==> src/rtl/adc_bcd_scaler.sv <==
// Multi-channel ADC word scaler: snapshots CHANNELS left-justified codes, scales each
// to a fixed-point decimal value and converts it to BCD with one shared double-dabble engine.
module adc_bcd_scaler #(
    parameter int CHANNELS      = 4,
    parameter int DATA_W        = 16,
    parameter int ADC_BITS      = 12,
    parameter int NUM_DIGITS    = 7,
    parameter int SCALE_MUL     = 250000,
    parameter int SCALE_SHIFT   = 10,
    parameter int SAT_CODE      = 4093,
    parameter int SAMPLE_PERIOD = 20000000
) (
    input  logic                               CLK100MHZ,
    input  logic                               CPU_RESETN,
    input  logic [CHANNELS*DATA_W-1:0]         data,
    input  logic                               trig,
    input  logic                               hold,
    output logic [CHANNELS*NUM_DIGITS*4-1:0]   digits,
    output logic [CHANNELS-1:0]                sat,
    output logic                               busy,
    output logic                               frame_done,
    output logic                               overrun
);

    function automatic logic [63:0] pow10(input int n);
        logic [63:0] r;
        r = 64'd1;
        for (int i = 0; i < n; i++) r = r * 64'd10;
        return r;
    endfunction

    localparam logic [63:0] DEC_RANGE = pow10(NUM_DIGITS);
    localparam int BIN_W   = $clog2(DEC_RANGE);
    localparam int BCD_W   = NUM_DIGITS * 4;
    localparam int PROD_W  = ADC_BITS + $clog2(SCALE_MUL + 1);
    localparam int CH_W    = (CHANNELS > 1) ? $clog2(CHANNELS) : 1;
    localparam int ITER_W  = (BIN_W > 1) ? $clog2(BIN_W) : 1;
    localparam int CNT_W   = (SAMPLE_PERIOD > 1) ? $clog2(SAMPLE_PERIOD) : 1;

    localparam logic [BIN_W-1:0]  SAT_BIN   = BIN_W'(pow10(NUM_DIGITS - 1));
    localparam logic [ITER_W-1:0] ITER_LAST = ITER_W'(BIN_W - 1);
    localparam logic [CH_W-1:0]   CH_LAST   = CH_W'(CHANNELS - 1);
    localparam logic [CNT_W-1:0]  CNT_LAST  = (SAMPLE_PERIOD > 0) ? CNT_W'(SAMPLE_PERIOD - 1) : '0;

    localparam logic [63:0] CODE_TOP   = (64'd1 << ADC_BITS) - 64'd1;
    localparam logic [63:0] MAX_CODE   = ((64'(SAT_CODE) - 64'd1) < CODE_TOP) ? (64'(SAT_CODE) - 64'd1) : CODE_TOP;
    localparam logic [63:0] MAX_SCALED = (MAX_CODE * 64'(SCALE_MUL)) >> SCALE_SHIFT;

    // The largest unsaturated result must fit in NUM_DIGITS decimal digits.
    if (MAX_SCALED >= DEC_RANGE) begin : g_range_check
        $error("adc_bcd_scaler: scaled range does not fit NUM_DIGITS");
    end

    function automatic logic [BIN_W-1:0] scale(input logic [ADC_BITS-1:0] c);
        logic [PROD_W-1:0] p;
        p = PROD_W'(c) * PROD_W'(SCALE_MUL);
        return BIN_W'(p >> SCALE_SHIFT);
    endfunction

    function automatic logic [BCD_W-1:0] add3(input logic [BCD_W-1:0] v);
        logic [BCD_W-1:0] r;
        r = v;
        for (int d = 0; d < NUM_DIGITS; d++)
            if (v[d*4 +: 4] >= 4'd5) r[d*4 +: 4] = v[d*4 +: 4] + 4'd3;
        return r;
    endfunction

    typedef enum logic [2:0] {IDLE, CAPTURE, LOAD, MULT, SHIFT, STORE, DONE} state_t;

    state_t                      state, state_nxt;
    logic [CH_W-1:0]             ch;
    logic [CNT_W-1:0]            cnt;
    logic [CHANNELS*DATA_W-1:0]  snap;
    logic [BIN_W-1:0]            bin;
    logic [BCD_W-1:0]            bcd;
    logic [ITER_W-1:0]           iter;
    logic [ADC_BITS-1:0]         code;
    logic                        tick, req, saturated, last_ch;

    assign tick      = (SAMPLE_PERIOD != 0) && (cnt == CNT_LAST);
    assign req       = (tick | trig) & ~hold;
    assign code      = snap[int'(ch)*DATA_W + (DATA_W - ADC_BITS) +: ADC_BITS];
    assign saturated = 32'(code) >= 32'(SAT_CODE);
    assign last_ch   = (ch == CH_LAST);
    assign busy      = (state != IDLE);

    // Period counter free-runs, hold only gates the request it produces.
    always_ff @(posedge CLK100MHZ or negedge CPU_RESETN) begin
        if (!CPU_RESETN) begin
            cnt <= '0;
        end else if (tick) begin
            cnt <= '0;
        end else if (SAMPLE_PERIOD > 1) begin
            cnt <= cnt + 1'b1;
        end
    end

    always_comb begin
        state_nxt = state;
        case (state)
            IDLE:    if (req) state_nxt = CAPTURE;
            CAPTURE: state_nxt = LOAD;
            LOAD:    state_nxt = saturated ? SHIFT : MULT;
            MULT:    state_nxt = SHIFT;
            SHIFT:   if (iter == ITER_LAST) state_nxt = STORE;
            STORE:   state_nxt = last_ch ? DONE : LOAD;
            DONE:    state_nxt = IDLE;
            default: state_nxt = IDLE;
        endcase
    end

    always_ff @(posedge CLK100MHZ or negedge CPU_RESETN) begin
        if (!CPU_RESETN) begin
            state      <= IDLE;
            ch         <= '0;
            digits     <= '0;
            sat        <= '0;
            frame_done <= 1'b0;
            overrun    <= 1'b0;
        end else begin
            state      <= state_nxt;
            frame_done <= (state == DONE);
            if (req && (state != IDLE)) overrun <= 1'b1;
            case (state)
                CAPTURE: ch <= '0;
                LOAD:    sat[ch] <= saturated;
                STORE: begin
                    digits[int'(ch)*BCD_W +: BCD_W] <= bcd;
                    if (!last_ch) ch <= ch + 1'b1;
                end
                default: ;
            endcase
        end
    end

    // Scratch datapath: LOAD presets the saturation value, MULT overwrites it when in range.
    always_ff @(posedge CLK100MHZ) begin
        case (state)
            CAPTURE: snap <= data;
            LOAD: begin
                bin  <= SAT_BIN;
                bcd  <= '0;
                iter <= '0;
            end
            MULT: bin <= scale(code);
            SHIFT: begin
                {bcd, bin} <= {add3(bcd), bin} << 1;
                iter       <= iter + 1'b1;
            end
            default: ;
        endcase
    end

endmodule

==> config.mk <==
export PLATFORM = sky130hd
export DESIGN_NAME = adc_bcd_scaler
export DESIGN_NICKNAME = d
export VERILOG_FILES = /design/src/rtl/adc_bcd_scaler.sv
export SDC_FILE = /design/constraint.sdc
export NUM_CORES = 1
export LEC_CHECK = 0
export CAP_MARGIN = 20
export CORE_MARGIN = 4
export CORE_UTILIZATION = 24
export DETAILED_ROUTE_END_ITERATION = 6
export PLACE_DENSITY = 0.51
export SYNTH_ARGS = -nofsm -noshare
export SYNTH_HDL_FRONTEND = slang
export SYNTH_SLANG_ARGS = --single-unit
==> constraint.sdc <==
create_clock -name CLK100MHZ -period 7.4 [get_ports CLK100MHZ]
set_clock_uncertainty 0.2 [all_clocks]
set_input_delay 1.48 -clock CLK100MHZ [delete_from_list [all_inputs] [get_ports CLK100MHZ]]
set_output_delay 1.48 -clock CLK100MHZ [all_outputs]
set_load 0.01 [all_outputs]
==> results.cfg, run 1 <==
[run_status]
status = finished, final reports clean

[clock_tree]
cts_hold_buf = 0
cts_made_buffers = 31
cts_tree = done
cts_setup_buffers = 0
worstSkewPairLatency_ns = 0.59
cts.sinks = 253
cts.path.max_buffers = 3
cts-root-buf = clkbuf_16
htreeDepth = 1
clk_pin_slew_ns = 0.06
cts_resized = 0

[run]
drv_cap = 0

[logic_synthesis]
yosys.area_share.simple = 0.116
synth.largest_area_cell = dfrtp_1
syn_area_um2 = 14300
ys_seq_elements = 253
synth.mux.area_fraction = 0.0525
ys_seq_area_frac = 0.480
synthFlopType = dfrtp_1
yosysUniqueCellTypes = 73
synth.top_cell.area_share = 0.259
synthXorXnorAreaFrac = 0.0337
synthArstFlopShare = 0.585
synth_adder_area_share = 0.142
synth-warning-count = 0
synth_compound_area_frac = 0.127
synth_edf_count = 105
syn_area_per_cell_um2 = 10.9
synth_top_family_by_area = adder cells
synthCells = 1316
synth.area.top_cells = dfrtp_1 (26%), edfxtp_1 (22%), ha_1 (9.3%)
synth_nets = 1525

[routing]
ant_nets = 0
drt-total-wl_um = 38300
drt_iter0_drc = 705
vias = 10400
drcViolationCount = 0
vias_per_cell = 4.59
routedWlPerCell_um = 16.9
firstDrtPassIters = 5

[sta]
tightest_slew_ns = 0.949
rsz0062_at_grt = false
slew_viol_final = 0
holdWs_ns = 0.275
fin_crit_sh = 0.855
hold_violations = 0
layout_min_cycle_time_ns = 6.33
fin_setup_tns_ns = 0
relSlewSlack = 0.362
setup_violations = 0
fmaxAchievable_ghz = 0.158

[finish]
nFillCells = 6068
drive_gt1_frac = 0.0826
fin_cells = 2262
synthToLayoutAreaGrowth_pct = 25.5
diodes = 0
layout.area.seq_um2 = 6860
layout_common_cells = nand2_1 (169), clkdlybuf4s50_1 (169), dfrtp_1 (147), inv_1 (107), ha_1 (106)
utilization = 0.304
nets = 1674
multiInputGateArea_um2 = 6750

[critical_path]
crit_chain = mux4_2 -> inv_2 -> fa_1 -> inv_1 -> ha_1 -> inv_1 -> fa_1 -> fa_1 -> fa_1 -> inv_1 -> ha_1 -> a21o_1 -> a21o_1 -> a2111oi_0 -> nor3_1 -> a211oi_1 -> o311ai_1
path_buf_inv = 4
crit_family = adder cells
critPathMaxStageDelay_ns = 0.76
critPathMostFrequentCell = fa_1
slowest_stage = a2111oi_0
critical_path_class = reg -> reg
critPathMaxFanout = 11
crit_path_start_kind = flop
endpoint_kind = flop
critPathRequiredTime_ns = 7.51
worstPathArrival_ns = 6.44

[grt]
grt_max_degree = 81
antenna_found_initial = 0
gr-total-overflow = 0
grt_pass1_vias = 10700
grt_pass1_wl_um = 60500
grt_use_total = 0.117

[die]
num_io_pins = 187
die_y_um = 252
initial_core_util = 0.242
num_rows = 89
coreArea_um2 = 59000
dieArea_um2 = 63500
die_x_um = 252

[min_path]
hold_path.class = reg -> reg

[placed_design]
routabilityCongestion = 0.845
place_inst = 2203
hpwlAfterDp_um = 27500
port_buffers = 170
==> kinds of logic after synthesis <==
group,Yosys count
adders and majority gates,141
xor gates and xnor gates,55
AOI/OAI and AO/OA,283
DFF,253
buffers and inverters,181
and+or+nand+nor,359
muxes,44
==> final timing paths <==
| kind | startpoint | endpoint | slack, ns | cells after the start |
|---|---|---|---|---|
| setup / recovery | ch[1] | bin[16] | 1.07 | 17 |
| hold / removal | cnt[4] | cnt[4] | 0.27 | 1 |
| setup reg to reg | ch[1] | bin[16] | 1.07 | 17 |
| hold reg to reg | cnt[4] | cnt[4] | 0.27 | 1 |
| max in group asynchronous | CPU_RESETN | digits[28] | 5.24 | 3 |
| min in group asynchronous | CPU_RESETN | digits[11] | 0.71 | 1 |
==> worst register-to-register path: stages (launching register included) <==
cell and delay, ns:
dfrtp_1 0.73, mux4_2 0.52, inv_2 0.10, fa_1 0.55
inv_1 0.06, ha_1 0.29, inv_1 0.07, fa_1 0.43
fa_1 0.51, fa_1 0.54, inv_1 0.04, ha_1 0.35
a21o_1 0.19, a21o_1 0.19, a2111oi_0 0.76, nor3_1 0.16
a211oi_1 0.25, o311ai_1 0.11
==> final cells by class <==
| class | count | share of cell area |
|---|---|---|
| flip-flops and latches | 253 | 0.383 |
| multi-input cells | 882 | 0.376 |
| repair buffers | 187 | 0.104 |
| well taps | 773 | 0.0539 |
| clock buffers | 38 | 0.0476 |
| inverters | 110 | 0.0230 |
| clock inverters | 19 | 0.0124 |
==> sequential cells by signal (all words and copies together), names as in the netlist <==
signal	cells
digits	112
frame_done	1
snap	48
ch	2
state	3
iter	5
sat	4
bcd	28
cnt	25
overrun	1
bin	24
==> synthesized netlist by cell type, types with 23 or more instances <==
library cell and number:
ha_1 106, clkbuf_1 54, o31ai_1 23, a22oi_1 23, dfrtp_1 148, a21oi_1 52, edfxtp_1 105, inv_1 107
nand2_1 169, o21ai_0 86, nand2b_1 23, xor2_1 26, nor2_1 77, xnor2_1 29, mux4_2 24, fa_1 35
==> layer usage <==
| layer | part of all wire | up-vias | track usage |
|---|---|---|---|
| met5 | 0 | - | 0 |
| met3 | 0.052 | 56 | 0.0205 |
| li1 | - | 4917 | - |
| met4 | 0.024 | 0 | 0.0281 |
| met2 | 0.47 | 265 | 0.193 |
| met1 | 0.45 | 5141 | 0.160 |
==> per-stage QoR <==
stage	worst slack [ns]	instance area, um2
after floorplan	1.21	14300
after CTS	1.05	17900
after global routing	0.716	17900
final	1.07	17900
after detailed placement	1.10	16800
after global placement	1.12	16800
Power of run 1 is left out: the tool's default activity adds up to more than one toggle a clock period on the data nets, which glitch-free logic cannot reach.
==> run 2: changes to the inputs <==
CTS_CLUSTER_SIZE = 24   (was default)
==> results of run 2 <==
No change in the layout: final DEF, timing and power equal those of run 1.
Power of run 2 is left out for the same reason.
